`config.mk`:
```
export PLATFORM = sky130hd
export DESIGN_NAME = uart_rx
export DESIGN_NICKNAME = d
export VERILOG_FILES = /design/src/rtl/uart_rx.sv
export SDC_FILE = /design/constraint.sdc
export NUM_CORES = 1
export LEC_CHECK = 0
export ABC_AREA = 1
export CORE_MARGIN = 2
export CORE_UTILIZATION = 35
export DETAILED_ROUTE_END_ITERATION = 6
export MAX_ROUTING_LAYER = met4
export SLEW_MARGIN = 20
export SYNTH_ARGS = -nofsm -noshare
export SYNTH_HDL_FRONTEND = slang
export SYNTH_SLANG_ARGS = --single-unit
```
`constraint.sdc`:
```
create_clock -name clk -period 1.31 [get_ports clk]
set_input_delay 0.131 -clock clk [delete_from_list [all_inputs] [get_ports clk]]
set_output_delay 0.131 -clock clk [all_outputs]
set_load 0.02 [all_outputs]
```
`src/rtl/uart_rx.sv`:
```
// uart_rx: oversampling UART receiver, LSB-first, one start bit, one stop bit.
//   Line is synchronised through two flops, start bits are validated at mid-bit,
//   data bits are sampled at mid-bit, and each good byte is presented with a
//   single-cycle rx_valid strobe. A zero stop bit pulses frame_err and the
//   receiver then waits for the line to return high before re-arming.
// Optional feature: define UART_RX_PARITY_EN to add an even-parity bit between
//   the data bits and the stop bit, plus the parity_err output.
// Ports:
//   clk        - single rising-edge clock
//   reset_n    - asynchronous active-low reset
//   rx         - asynchronous serial input, idles high
//   rx_data    - last good byte, held until the next good frame
//   rx_valid   - one-cycle pulse when rx_data updates
//   frame_err  - one-cycle pulse when the stop bit is sampled low
//   parity_err - (UART_RX_PARITY_EN only) one-cycle pulse on parity mismatch
//   busy       - high in every state except IDLE
//   s1, s0     - state encoding for debug
module uart_rx #(
  parameter int unsigned DATA_BITS  = 8,
  parameter int unsigned OVERSAMPLE = 16,
  parameter int unsigned BAUD_DIV   = 4
) (
  input  logic                 clk,
  input  logic                 reset_n,
  input  logic                 rx,
  output logic [DATA_BITS-1:0] rx_data,
  output logic                 rx_valid,
  output logic                 frame_err,
`ifdef UART_RX_PARITY_EN
  output logic                 parity_err,
`endif
  output logic                 busy,
  output logic                 s1,
  output logic                 s0
);

  localparam int unsigned TW = (BAUD_DIV > 1) ? $clog2(BAUD_DIV) : 1;
  localparam int unsigned SW = $clog2(OVERSAMPLE);
  localparam int unsigned BW = $clog2(DATA_BITS);

`ifdef UART_RX_PARITY_EN
  // PARITY reads as 10 on {s1,s0}; the third bit only separates it from DATA.
  typedef enum logic [2:0] {
    ST_IDLE   = 3'b000,
    ST_START  = 3'b001,
    ST_DATA   = 3'b010,
    ST_STOP   = 3'b011,
    ST_PARITY = 3'b110
  } state_t;
`else
  typedef enum logic [1:0] {
    ST_IDLE  = 2'b00,
    ST_START = 2'b01,
    ST_DATA  = 2'b10,
    ST_STOP  = 2'b11
  } state_t;
`endif

  logic                 r_sync1, r_rx_s;
  state_t               r_state, w_state_nx;
  logic [TW-1:0]        r_tick_cnt, w_tick_nx;
  logic [SW-1:0]        r_samp_cnt, w_samp_nx;
  logic [BW-1:0]        r_bit_cnt, w_bit_nx;
  logic [DATA_BITS-1:0] r_shift, w_shift_nx;
  logic [DATA_BITS-1:0] r_data, w_data_nx;
  logic                 r_valid, w_valid_nx;
  logic                 r_ferr, w_ferr_nx;
  logic                 r_busy, w_busy_nx;
  logic                 r_wait_high, w_wait_nx;
  logic                 r_stop_done, w_stop_done_nx;
  logic                 r_stop_bit, w_stop_bit_nx;
`ifdef UART_RX_PARITY_EN
  logic                 r_par_bad, w_par_bad_nx;
  logic                 r_perr, w_perr_nx;
`endif

  logic w_tick, w_mid, w_end;

  // Two-flop synchroniser; resets to the idle-high line level.
  always_ff @(posedge clk or negedge reset_n) begin
    if (!reset_n) begin
      r_sync1 <= 1'b1;
      r_rx_s  <= 1'b1;
    end else begin
      r_sync1 <= rx;
      r_rx_s  <= r_sync1;
    end
  end

  assign w_tick = (r_tick_cnt == TW'(BAUD_DIV - 1));
  assign w_mid  = w_tick && (r_samp_cnt == SW'(OVERSAMPLE / 2 - 1));
  assign w_end  = w_tick && (r_samp_cnt == SW'(OVERSAMPLE - 1));

  // Next-state and registered-output logic.
  always_comb begin
    w_state_nx     = r_state;
    w_tick_nx      = w_tick ? '0 : r_tick_cnt + TW'(1);
    w_samp_nx      = r_samp_cnt;
    w_bit_nx       = r_bit_cnt;
    w_shift_nx     = r_shift;
    w_data_nx      = r_data;
    w_valid_nx     = 1'b0;
    w_ferr_nx      = 1'b0;
    w_wait_nx      = r_wait_high;
    w_stop_done_nx = r_stop_done;
    w_stop_bit_nx  = r_stop_bit;
`ifdef UART_RX_PARITY_EN
    w_par_bad_nx   = r_par_bad;
    w_perr_nx      = 1'b0;
`endif
    if (w_tick) begin
      w_samp_nx = (r_samp_cnt == SW'(OVERSAMPLE - 1)) ? '0 : r_samp_cnt + SW'(1);
    end

    case (r_state)
      ST_IDLE: begin
        w_tick_nx      = '0;
        w_samp_nx      = '0;
        w_bit_nx       = '0;
        w_stop_done_nx = 1'b0;
`ifdef UART_RX_PARITY_EN
        w_par_bad_nx   = 1'b0;
`endif
        // After a framing error the line must be seen high before re-arming.
        if (r_wait_high) begin
          if (r_rx_s) w_wait_nx = 1'b0;
        end else if (!r_rx_s) begin
          w_state_nx = ST_START;
        end
      end
      ST_START: begin
        if (w_mid) begin
          if (r_rx_s) begin
            w_state_nx = ST_IDLE;
          end else begin
            w_state_nx = ST_DATA;
            w_samp_nx  = '0;
          end
        end
      end
      ST_DATA: begin
        if (w_end) begin
          w_shift_nx = {r_rx_s, r_shift[DATA_BITS-1:1]};
          if (r_bit_cnt == BW'(DATA_BITS - 1)) begin
            w_bit_nx   = '0;
`ifdef UART_RX_PARITY_EN
            w_state_nx = ST_PARITY;
`else
            w_state_nx = ST_STOP;
`endif
          end else begin
            w_bit_nx = r_bit_cnt + BW'(1);
          end
        end
      end
`ifdef UART_RX_PARITY_EN
      ST_PARITY: begin
        if (w_end) begin
          w_par_bad_nx = r_rx_s ^ (^r_shift);
          w_state_nx   = ST_STOP;
        end
      end
`endif
      ST_STOP: begin
        // Sample at the bit boundary, then issue the strobe one cycle later.
        if (r_stop_done) begin
          w_stop_done_nx = 1'b0;
          w_state_nx     = ST_IDLE;
          if (r_stop_bit) begin
`ifdef UART_RX_PARITY_EN
            w_perr_nx = r_par_bad;
            if (!r_par_bad) begin
              w_valid_nx = 1'b1;
              w_data_nx  = r_shift;
            end
`else
            w_valid_nx = 1'b1;
            w_data_nx  = r_shift;
`endif
          end else begin
            w_ferr_nx = 1'b1;
            w_wait_nx = 1'b1;
`ifdef UART_RX_PARITY_EN
            w_perr_nx = r_par_bad;
`endif
          end
        end else if (w_end) begin
          w_stop_done_nx = 1'b1;
          w_stop_bit_nx  = r_rx_s;
        end
      end
      default: w_state_nx = ST_IDLE;
    endcase

    w_busy_nx = (w_state_nx != ST_IDLE);
  end

  // State and output registers.
  always_ff @(posedge clk or negedge reset_n) begin
    if (!reset_n) begin
      r_state     <= ST_IDLE;
      r_tick_cnt  <= '0;
      r_samp_cnt  <= '0;
      r_bit_cnt   <= '0;
      r_shift     <= '0;
      r_data      <= '0;
      r_valid     <= 1'b0;
      r_ferr      <= 1'b0;
      r_busy      <= 1'b0;
      r_wait_high <= 1'b0;
      r_stop_done <= 1'b0;
      r_stop_bit  <= 1'b0;
`ifdef UART_RX_PARITY_EN
      r_par_bad   <= 1'b0;
      r_perr      <= 1'b0;
`endif
    end else begin
      r_state     <= w_state_nx;
      r_tick_cnt  <= w_tick_nx;
      r_samp_cnt  <= w_samp_nx;
      r_bit_cnt   <= w_bit_nx;
      r_shift     <= w_shift_nx;
      r_data      <= w_data_nx;
      r_valid     <= w_valid_nx;
      r_ferr      <= w_ferr_nx;
      r_busy      <= w_busy_nx;
      r_wait_high <= w_wait_nx;
      r_stop_done <= w_stop_done_nx;
      r_stop_bit  <= w_stop_bit_nx;
`ifdef UART_RX_PARITY_EN
      r_par_bad   <= w_par_bad_nx;
      r_perr      <= w_perr_nx;
`endif
    end
  end

  assign rx_data   = r_data;
  assign rx_valid  = r_valid;
  assign frame_err = r_ferr;
`ifdef UART_RX_PARITY_EN
  assign parity_err = r_perr;
`endif
  assign busy      = r_busy;
  assign s1        = r_state[1];
  assign s0        = r_state[0];

endmodule

```
==> impl_metrics.toml <==
[drt]
vias_per_cell = 4.77
drt_wl_total_um = 3310
drt-initial-drc-count = 56
vias = 1211
dr.pass1.iters = 4
wl_per_cell_um = 13.0
ant_nets = 0
drc = 0

[sta]
finalWorstSetupSlack_ns = -0.0879
fmax_mhz = 715
hold_violations = 0
post-route-min-period_ns = 1.40
tightest_slew_ns = 0.292
post-route-period-util_pct = 107
skew_ns = 0.00512
slew_headroom_pct = 80.5
slew_viol_final = 0
fin_setup_tns_ns = -0.349
rsz0062_at_grt = "yes"
finalSetupViolCount = 7

[status]
violations = "setup timing"
status = "complete, but fails checks"

[logic_synthesis]
async_flop_share_pct = 100
ys_seq_elements = 35
synth_xor_area_share_pct = 0
synthAdderAreaFrac_pct = 6.33
synth_area_leaders = "dfrtp_1, nand2_1, ha_1"
synth_area_leader_cell = "dfrtp_1"
synth_mux_area_share_pct = 0.633
yosysTopAreaCellShare_pct = 52.3
synthCells = 160
yosysUniqueCellTypes = 23
synth_edf_count = 0
yosysSeqAreaShare_pct = 55.6
synth_area_um2 = 1580
synth_compound_area_share_pct = 11.5
synth_most_common_cell = "dfrtp_1"
yosys.area_share.simple_pct = 18.3
yosys_warnings = 0
synth_commonest_cells = "dfrtp_1, nand2_1, inv_1"
synthesis.nets = 171
synth_top_family_by_area = "simple AND/OR/NAND/NOR gates"
syn_avg_cell_area_um2 = 9.88
postSynth.topFlopCell = "dfrtp_1"

[setup_path]
timing.rr.start = "r_samp_cnt[1]"
r2r-end = "busy"
cp.arrival_ns = 1.57
cp_slowest_cell = "dfrtp_1"
path_class = "reg2reg"
crit_required_ns = 1.48
start_kind = "flop"
reg2regPathDepth = 7
regToRegSetupSlack_ns = -0.09
endpoint_kind = "flop"
crit_chain = "ha_4 -> buf_4 -> nand4_1 -> nand3_2 -> nand3_2 -> a21oi_2 -> nand2_1"
crit_top_cell = "nand3_2"
max_stage_delay_ns = 0.40
crit_fanout = 2

[clock_network]
cts_tree = "done"
clock_sinks = 35
clk_latency_ns = 0.29
htree_levels = 2
ctsHoldBuffers = 0
cts_root_buf = "clkbuf_8"
cts_inserted_buffers = 5
cts.reportedPaths.clkPinSlew_ns = 0.07
clk_path_buf_depth = 2

[die]
start_util_pct = 36.3
core_area_um2 = 4350
rows = 24
io_pins = 16
die_w_um = 71.2
dieHeight_um = 71.2
die-area_um2 = 5070

[global_route]
use_met2_pct = 22.5
gr-max-usage-layer = "met2"
antenna_found_initial = 0
grt_max_degree = 36
grt_usage_pct = 14.0
grt_util_met1_pct = 16.0
overflow = 0
grt_pass1_vias = 1241
gr-usage-met3_pct = 5.13
grt_pass1_wl_um = 5360

[cells_and_area]
fillers = 389
drive_above_1_share_pct = 35.6
area_growth_pct = 41.0
design_area_um2 = 2230
antenna_cells = 0
num-nets-final = 212

[power]
p_leak_nw = 1.12
powerDensity_nw_per_um2 = 1460
irDropWorstVdd_v = 0.000606

[worst_hold_path]
hold_class = "in2async"

[placement]
dpl_cell_area_um2 = 1870
gp_congestion = 0.883
portBuffers = 15
place_hpwl_um = 2120

[run]
drv_cap = 0
==> final cells by class <==
class / count / area (um^2) / share of cell area (%)
tap: 52 / 65.1 / 2.92
inverter: 25 / 101 / 4.55
clock inverter: 2 / 35.0 / 1.57
clock buffer: 6 / 82.6 / 3.71
multi-input combinational: 98 / 732 / 32.8
timing repair buffer: 36 / 332 / 14.9
sequential: 35 / 881 / 39.5
==> registers in the layout (all words and copies together), names as in the netlist <==
register / cells
r_shift: 8
r_rx_s: 1
frame_err: 1
r_stop_done: 1
busy: 1
r_stop_bit: 1
r_bit_cnt: 3
rx_valid: 1
r_state: 2
r_wait_high: 1
rx_data: 8
r_tick_cnt: 2
r_sync1: 1
r_samp_cnt: 4
==> cell usage in the layout, fill, tap and decap left out, types with 5 or more instances in the layout <==
cell,netlist,layout
o21ai_2,9,10
nand2_1,29,29
dfrtp_1,33,31
nand3_1,11,6
buf_4,0,14
buf_6,2,5
o21ai_0,14,10
dlygate4sd2_1,0,12
ha_4,0,6
nand3_2,0,5
inv_1,25,20
nor2_1,8,8
clkbuf_8,0,6
==> logic make-up after synthesis <==
| kind of cell | after synthesis |
|---|---|
| compound gates | 29 |
| fa+ha+maj | 8 |
| buf+inv | 28 |
| flops | 35 |
| mux | 1 |
| simple gates | 59 |
==> what timing repair did <==
action / 4_1_cts / 5_1_grt
resized for setup: 31 / 24
setup buffers: 6 / 6
endpoints found under the setup margin: 32 / 27
pin swaps: 4 / 13
hold endpoints to repair: 0 / 0
gates cloned: 1 / 0
==> critical path, delay by kind of cell (launching register included) <==
| kind | cells | cell delay (ns) |
|---|---|---|
| AO/OA/AOI/OAI | 1 | 0.17 |
| buffers and inverters | 1 | 0.11 |
| AND/OR/NAND/NOR | 4 | 0.44 |
| flip-flops | 1 | 0.40 |
| adder cells (fa/ha/maj) | 1 | 0.17 |
==> layer usage <==
metal,wire [um],part of all wire (%)
met1,1450,44
met2,1680,51
met3,126,3.8
met4,49,1.5
met5,0,0
==> metrics by stage <==
step | utilization [%] | setup WS [ns] | instances | hold WS, ns | power [W]
detailed placement | 43.0 | -0.126 | 233 | 0.347 | 0.00202
global placement | 43.0 | -0.0572 | 233 | 0.345 | 0.00197
floorplan | - | -0.00632 | 160 | -0.165 | 0.00170
finish | 51.2 | -0.0879 | 254 | 0.214 | 0.00325
CTS | 47.9 | -0.0696 | 248 | 0.208 | 0.00306
global route | 51.2 | -0.193 | 254 | 0.220 | 0.00344
==> power breakdown <==
part           internal, W  switching, W  total, W
Sequential         0.00118      0.000120   0.00130
Combinational     0.000437      0.000504  0.000941
Clock             0.000616      0.000388   0.00100
Total              0.00224       0.00101   0.00325
==> worst max-delay path by stage <==
stage / start / end / slack, ns / cells past startpoint
2_1_floorplan: r_state[1] / r_samp_cnt[3] / -0.006 / 7
4_1_cts: r_tick_cnt[0] / r_samp_cnt[0] / -0.07 / 5
5_1_grt: r_samp_cnt[1] / busy / -0.19 / 7
6_report: r_samp_cnt[1] / busy / -0.09 / 7
3_5_place_dp: r_state[1] / r_samp_cnt[0] / -0.13 / 5
3_3_place_gp: r_samp_cnt[0] / r_bit_cnt[1] / -0.06 / 6
Note: power is estimated with default switching activity, not from simulation.
